===== config.mk =====
export PLATFORM = sky130hd
export DESIGN_NAME = uart_tx_buffered
export DESIGN_NICKNAME = d
export VERILOG_FILES = /design/src/rtl/uart_pkg.sv /design/src/rtl/uart_sync_fifo.sv /design/src/rtl/uart_tx_buffered.sv
export SDC_FILE = /design/constraint.sdc
export NUM_CORES = 1
export LEC_CHECK = 0
export CORE_MARGIN = 2
export CORE_UTILIZATION = 57
export DETAILED_ROUTE_END_ITERATION = 7
export PLACE_DENSITY = 0.8
export REMOVE_ABC_BUFFERS = 1
export SYNTH_ARGS = -nofsm -noshare
export SYNTH_HDL_FRONTEND = slang
export SYNTH_HIERARCHICAL = 1
export SYNTH_SLANG_ARGS = --single-unit

===== constraint.sdc =====
create_clock -name clk_i -period 4.6 [get_ports clk_i]
set_input_delay 0.92 -clock clk_i [delete_from_list [all_inputs] [get_ports clk_i]]
set_output_delay 0.92 -clock clk_i [all_outputs]
set_load 0.05 [all_outputs]

===== src/rtl/uart_pkg.sv =====
// Shared definitions for the buffered UART transmitter: FSM states,
// control/status register bit positions and the divisor helper.
package uart_pkg;

  typedef enum logic [2:0] {
    IDLE,
    START,
    DATA,
    PARITY,
    STOP
  } tx_state_e;

  localparam int CTRL_TXEN    = 0;
  localparam int CTRL_PAREN   = 1;
  localparam int CTRL_PARODD  = 2;
  localparam int CTRL_TWOSTOP = 3;
  localparam int CTRL_FLUSH   = 4;
  localparam int CTRL_IRQEN   = 5;
  localparam int CTRL_OVFCLR  = 6;
  localparam int DIV_LSB      = 16;
  localparam int DIV_W        = 16;

  // Only persistent fields are stored; strobe bits never reach the register.
  localparam logic [31:0] CTRL_WR_MASK = 32'hFFFF_002F;

  localparam int STAT_BUSY    = 0;
  localparam int STAT_FULL    = 1;
  localparam int STAT_EMPTY   = 2;
  localparam int STAT_OVF     = 3;
  localparam int STAT_LVL_LSB = 8;

  function automatic logic [DIV_W-1:0] eff_div(input logic [DIV_W-1:0] d);
    return (d == '0) ? DIV_W'(1) : d;
  endfunction

endpackage


===== src/rtl/uart_sync_fifo.sv =====
// Synchronous FIFO with flush; a push into a full FIFO is accepted only when
// a pop happens on the same edge.
module uart_sync_fifo #(
  parameter int WIDTH = 8,
  parameter int DEPTH = 16,
  localparam int PTR_W = $clog2(DEPTH),
  localparam int LVL_W = PTR_W + 1
) (
  input  logic             clk_i,
  input  logic             rst_ni,
  input  logic             push_i,
  input  logic             pop_i,
  input  logic             flush_i,
  input  logic [WIDTH-1:0] wdata_i,
  output logic [WIDTH-1:0] rdata_o,
  output logic             full_o,
  output logic             empty_o,
  output logic [LVL_W-1:0] level_o
);

  logic [WIDTH-1:0] mem_q [DEPTH];
  logic [PTR_W-1:0] wr_ptr_q, wr_ptr_d, rd_ptr_q, rd_ptr_d;
  logic [LVL_W-1:0] level_q, level_d;
  logic             do_push, do_pop;

  assign full_o  = (level_q == LVL_W'(DEPTH));
  assign empty_o = (level_q == '0);
  assign level_o = level_q;
  assign rdata_o = mem_q[rd_ptr_q];
  assign do_pop  = pop_i & ~empty_o;
  assign do_push = push_i & (~full_o | do_pop);

  always_comb begin
    wr_ptr_d = wr_ptr_q;
    rd_ptr_d = rd_ptr_q;
    level_d  = level_q;
    if (flush_i) begin
      wr_ptr_d = '0;
      rd_ptr_d = '0;
      level_d  = '0;
    end else begin
      if (do_push) wr_ptr_d = wr_ptr_q + PTR_W'(1);
      if (do_pop)  rd_ptr_d = rd_ptr_q + PTR_W'(1);
      case ({do_push, do_pop})
        2'b10:   level_d = level_q + LVL_W'(1);
        2'b01:   level_d = level_q - LVL_W'(1);
        default: level_d = level_q;
      endcase
    end
  end

  always_ff @(posedge clk_i or negedge rst_ni) begin
    if (!rst_ni) begin
      wr_ptr_q <= '0;
      rd_ptr_q <= '0;
      level_q  <= '0;
    end else begin
      wr_ptr_q <= wr_ptr_d;
      rd_ptr_q <= rd_ptr_d;
      level_q  <= level_d;
    end
  end

  always_ff @(posedge clk_i) begin
    if (do_push && !flush_i) mem_q[wr_ptr_q] <= wdata_i;
  end

endmodule


===== src/rtl/uart_tx_buffered.sv =====
// Memory-mapped UART transmitter: control/status registers, TX FIFO and a
// frame FSM that sends queued bytes back-to-back with per-frame latched format.
module uart_tx_buffered
  import uart_pkg::*;
#(
  parameter int DATA_BITS    = 8,
  parameter int FIFO_DEPTH   = 16,
  parameter int DIV_RESET    = 5208,
  parameter int ADDR_SEL_BIT = 10
) (
  input  logic        clk_i,
  input  logic        rst_i,
  input  logic        we_i,
  input  logic [31:0] addr_i,
  input  logic [31:0] data_i,
  output logic [31:0] rd_data_o,
  output logic        tx_o,
  output logic        irq_o
);

  localparam int LVL_W = $clog2(FIFO_DEPTH) + 1;

  logic                 sel, ctrl_wr, data_wr, flush, ovf_clr, tx_en;
  logic [31:0]          ctrl_q, ctrl_d, status;
  logic                 ovf_q, ovf_d, irq_q, irq_d;
  logic                 fifo_pop, fifo_full, fifo_empty;
  logic [LVL_W-1:0]     fifo_level;
  logic [DATA_BITS-1:0] fifo_rdata, shift_q;
  tx_state_e            state_q;
  logic [DIV_W-1:0]     cnt_q, div_q, new_div;
  logic [2:0]           bit_q;
  logic                 par_en_q, par_bit_q, two_stop_q, stop2_q, tx_q;
  logic                 bit_done, start_frame;
  logic                 unused_addr;

  assign unused_addr = ^addr_i;
  assign sel         = addr_i[ADDR_SEL_BIT];
  assign ctrl_wr     = we_i & ~sel;
  assign data_wr     = we_i & sel;
  assign flush       = ctrl_wr & data_i[CTRL_FLUSH];
  assign ovf_clr     = ctrl_wr & data_i[CTRL_OVFCLR];
  assign tx_en       = ctrl_q[CTRL_TXEN];
  assign new_div     = eff_div(ctrl_q[DIV_LSB +: DIV_W]);
  assign bit_done    = (cnt_q == '0);

  // A new frame starts from IDLE or straight out of the final stop period.
  assign start_frame = tx_en & ~fifo_empty &
                       ((state_q == IDLE) |
                        ((state_q == STOP) & bit_done & (~two_stop_q | stop2_q)));
  assign fifo_pop    = start_frame;

  uart_sync_fifo #(
    .WIDTH(DATA_BITS),
    .DEPTH(FIFO_DEPTH)
  ) u_fifo (
    .clk_i  (clk_i),
    .rst_ni (rst_i),
    .push_i (data_wr),
    .pop_i  (fifo_pop),
    .flush_i(flush),
    .wdata_i(data_i[DATA_BITS-1:0]),
    .rdata_o(fifo_rdata),
    .full_o (fifo_full),
    .empty_o(fifo_empty),
    .level_o(fifo_level)
  );

  always_comb begin
    ctrl_d = ctrl_wr ? (data_i & CTRL_WR_MASK) : ctrl_q;
    ovf_d  = ovf_q;
    if (ovf_clr) ovf_d = 1'b0;
    else if (data_wr & fifo_full & ~fifo_pop) ovf_d = 1'b1;
    irq_d  = ctrl_q[CTRL_IRQEN] & fifo_empty & (state_q == IDLE);
  end

  always_comb begin
    status                            = '0;
    status[STAT_BUSY]                 = (state_q != IDLE);
    status[STAT_FULL]                 = fifo_full;
    status[STAT_EMPTY]                = fifo_empty;
    status[STAT_OVF]                  = ovf_q;
    status[STAT_LVL_LSB +: LVL_W]     = fifo_level;
  end

  assign rd_data_o = sel ? status : ctrl_q;
  assign tx_o      = tx_q;
  assign irq_o     = irq_q;

  always_ff @(posedge clk_i or negedge rst_i) begin
    if (!rst_i) begin
      ctrl_q <= 32'(DIV_RESET) << DIV_LSB;
      ovf_q  <= 1'b0;
      irq_q  <= 1'b0;
    end else begin
      ctrl_q <= ctrl_d;
      ovf_q  <= ovf_d;
      irq_q  <= irq_d;
    end
  end

  always_ff @(posedge clk_i or negedge rst_i) begin
    if (!rst_i) begin
      state_q    <= IDLE;
      tx_q       <= 1'b1;
      cnt_q      <= '0;
      div_q      <= DIV_W'(1);
      bit_q      <= '0;
      par_en_q   <= 1'b0;
      two_stop_q <= 1'b0;
      stop2_q    <= 1'b0;
    end else if (start_frame) begin
      state_q    <= START;
      tx_q       <= 1'b0;
      div_q      <= new_div;
      cnt_q      <= new_div - DIV_W'(1);
      par_en_q   <= ctrl_q[CTRL_PAREN];
      two_stop_q <= ctrl_q[CTRL_TWOSTOP];
      stop2_q    <= 1'b0;
    end else begin
      cnt_q <= bit_done ? div_q - DIV_W'(1) : cnt_q - DIV_W'(1);
      case (state_q)
        IDLE: tx_q <= 1'b1;
        START: if (bit_done) begin
          state_q <= DATA;
          tx_q    <= shift_q[0];
          bit_q   <= '0;
        end
        DATA: if (bit_done) begin
          if (bit_q == 3'(DATA_BITS - 1)) begin
            state_q <= par_en_q ? PARITY : STOP;
            tx_q    <= par_en_q ? par_bit_q : 1'b1;
          end else begin
            bit_q <= bit_q + 3'd1;
            tx_q  <= shift_q[1];
          end
        end
        PARITY: if (bit_done) begin
          state_q <= STOP;
          tx_q    <= 1'b1;
        end
        STOP: if (bit_done) begin
          if (two_stop_q && !stop2_q) stop2_q <= 1'b1;
          else state_q <= IDLE;
          tx_q <= 1'b1;
        end
        default: begin
          state_q <= IDLE;
          tx_q    <= 1'b1;
        end
      endcase
    end
  end

  // Frame payload and its parity bit are captured when the byte leaves the FIFO.
  always_ff @(posedge clk_i) begin
    if (start_frame) begin
      shift_q   <= fifo_rdata;
      par_bit_q <= (^fifo_rdata) ^ ctrl_q[CTRL_PARODD];
    end else if (state_q == DATA && bit_done) begin
      shift_q <= shift_q >> 1;
    end
  end

endmodule

==> results.md <==
- Pre-antenna DRT Iters: 6
- Total GRT Usage: 0.234
- Syn Inst Count: 720
- Synth unique cells: 71
- Area fraction in compound gates after synthesis: 0.0735
- Die X: between 100 and 150 µm
- Largest family of logic cells by synthesized area: simple AND/OR/NAND/NOR gates
- Critical Path End Type: register
- Post-synth EDFFs: approximately 140
- VDD IR-drop max: a little under 0.0004 V
- Dpl cell area: 0.0106 mm²
- Setup TNS: 0 ns
- Setup violators final: 0
- Top-area cell type share of the netlist area: 0.421
- Clock Tree Root: clkbuf_16
- CTS buffer count: 22
- Clk_skew: approximately 0.016 ns
- Hold Crit Class: reg -> reg
- DR DRC count: 0
- Largest net degree at the start of global routing: just under 80
- Register area share after synthesis: 0.622
- Ys flop type: edfxtp_1
- Ys async rst share: 0.363
- Area grow syn2layout: 15.8%
- Top area cells in the synthesized netlist: edfxtp_1 (42%), dfrtp_1 (18%), mux4_2 (7.4%), nand2_1 (4.0%), mux2_2 (2.9%)
- I/O pins: 101
- Max-Cap Viols: 0
- Crit path DAT: roughly 4.5 ns
- Reg2Reg Setup Slack: about 0.47 ns
- Clock slew at reported path FFs: ~0.070 ns
- Status: finished clean
- Fin crit period: 4.13 ns
- Mean Syn Cell Area: ~14 µm²
- Antenna violations before repair: 0
- CTS tree: yes
- Seq cells post-synth: ~220
- Xor-xnor portion of the synthesized cell area: 0.0269
- Iter 0 DRT Violations: about 560
- LEAKAGE: around 4.2 nW
- Fin nets: approximately 860
- Die area: about 0.018 mm²
- Hpwl dp: 13300 µm
- Max clock buf depth: 3
- PwrDens: around 540 mW/mm²
- Final Cell Area: 0.0113 mm²
- GRT Residual Overflow: 0
- IO buf count: 55
- Kind of start point of the critical path: register
- Post-route ant nets: 0
- Clk_lat worst skew: between 0.5 and 0.6 ns
- Rel. slew slack: 0.287
- H-tree depth: 1
- Yosys top cell by area: edfxtp_1
- Die span in y: 135 µm
- Hold Buf Count CTS: 0
- Core area: 0.0166 mm²
- Setup bufs post-CTS: 0
- Diode count: 0
- Initial Util: 0.587
- Resize count post-CTS: 0
- Drt wl/cell: between 20 and 25 µm
- Number of global-route vias before repair: a little over 6000
- Post-Synth Adder-Cell Area: 0.0161
- Vias per std cell: slightly above 6
- Simple-gate share of the synthesized area: 0.122
- Post-Syn Area: roughly 0.0098 mm²
- Via count: 6181
- Fin. Hold Viols: 0
- RSZ-0062 raised after global routing: false
- Least-Margin Pin Slew: approximately 1.1 ns
- Worst Path Class, Setup: reg -> reg
- Tcrit/Tclk final: 0.898
- Max Slew Vio Count: 0
- Sink Count: between 200 and 250
- Global placement routability congestion: between 0.8 and 0.9
- CP max FO: between 50 and 60
- Row cnt: 47
- Post-Route WL: 20800 µm
- Share of layout cells above drive strength 1: 0.174
- Required @ worst endpoint: ~5 ns
- First-pass GRT wire length: around 33000 µm
- Ys Warns: 6
- Post-synthesis mux area share: 0.111
- Fmax: ~240 MHz
## cells in the mapped netlist, drive strengths merged, types with 4 or more instances
master and count:
edfxtp 137, nor3b 4, a21oi 18, clkbuf 20, and2 11, o211ai 6, or3 5, nor4 7
mux2 25, o21a 5, inv 12, buf 24, nand2 104, nor3 17, mux2i 7, a22oi 16
o21ai 22, xor2 12, xnor2 18, o211a 5, dfstp 7, nand4 5, dfrtp 71, o32ai 7
nor2b 25, nand3 9, nor2 44, mux4 32, and3 4, nand2b 4, ha 11
## cells by family after synthesis
kind of cell    after synthesis
other cells                   1
compound gates               98
fa+ha+maj                    12
mux                          64
simple gates                244
buf+inv                      56
flops                       215
xor+xnor                     30
## flip-flops by register name, summed over array words and instances (netlist names), 3 cells and up
register	count
ctrl_q	21
u_fifo/rd_ptr_q	4
state_q	3
shift_q	8
u_fifo/wr_ptr_q	4
cnt_q	16
bit_q	3
u_fifo/level_o	5
div_q	16
u_fifo/mem_q	128
## power by group
| part | internal, mW | total [mW] | leakage, nW | switching, mW |
|---|---|---|---|---|
| combinational | 0.716 | 1.65 | 1.67 | 0.937 |
| clock | 1.10 | 1.84 | 0.363 | 0.733 |
| sequential | 2.37 | 2.66 | 2.19 | 0.284 |
## final cells by class
cell class / instances / area [µm²]
sequential: 215 / 6080
timing repair buffer: 78 / 721
fill: 1136 / 5330
multi-input combinational: 454 / 3440
clock buffer: 24 / 558
inverter: 12 / 47.5
clock inverter: 15 / 195
tap: 220 / 275
## layout by cell type (no fill, tap or decap), types with 7 or more instances in the layout
cell,n
dfstp_2,7
nor2b_1,24
and2_1,11
ha_1,11
mux2_2,25
mux4_2,32
nor3_1,14
a21oi_1,18
edfxtp_1,137
nand3_1,8
o21ai_0,19
clkdlybuf4s50_1,54
nand2_1,103
xor2_1,12
nor2_1,44
clkbuf_16,22
a22oi_1,16
inv_1,10
buf_4,24
xnor2_1,18
dfrtp_1,70
## metal layers
metal	global-route usage	vias up	part of all wire
met4	0.0602	0	0.023
met5	0	-	0
met1	0.318	3162	0.41
li1	-	2771	-
met3	0.0334	37	0.056
met2	0.402	211	0.51
## path summary, 6_finish.rpt
check                                       start            endpoint  depth (start not counted)
worst max-delay path            u_fifo/level_o[1]   u_fifo/level_o[4]                         14
worst min-delay path                    div_q[14]           div_q[14]                          2
worst max register to register  u_fifo/level_o[1]   u_fifo/level_o[4]                         14
worst min register to register          div_q[14]           div_q[14]                          2
max in group asynchronous                   rst_i  u_fifo/rd_ptr_q[0]                          1
min in group asynchronous                   rst_i           ctrl_q[3]                          1
## critical path, cell delays in order, from the launching register on
cell      delay, ns
dfrtp_1        0.45
or4_1          0.76
nor2_1         0.36
nor2b_1        0.13
and2_1         0.27
a31oi_4        0.24
inv_4          0.24
nor2b_1        0.24
o21ai_4        0.09
inv_2          0.12
ha_1           0.36
nand2b_1       0.07
a21oi_1        0.31
mux2i_1        0.22
nand4_1        0.11
## metrics by stage
step | power, mW | hold slack [ns] | worst slack, ns | cells | utilization
final | 6.15 | 0.481 | 0.469 | 1018 | 0.680
after global routing | 6.44 | 0.485 | 0.264 | 1018 | 0.680
after CTS | 6.18 | 0.479 | 0.527 | 1018 | 0.680
after detailed placement | 4.33 | 0.464 | 0.564 | 979 | 0.635
after global placement | 4.23 | 0.453 | 0.744 | 979 | 0.635
after floorplan | 3.85 | 0.439 | 0.667 | 681 | -
Power figures use the tool's default switching activity.
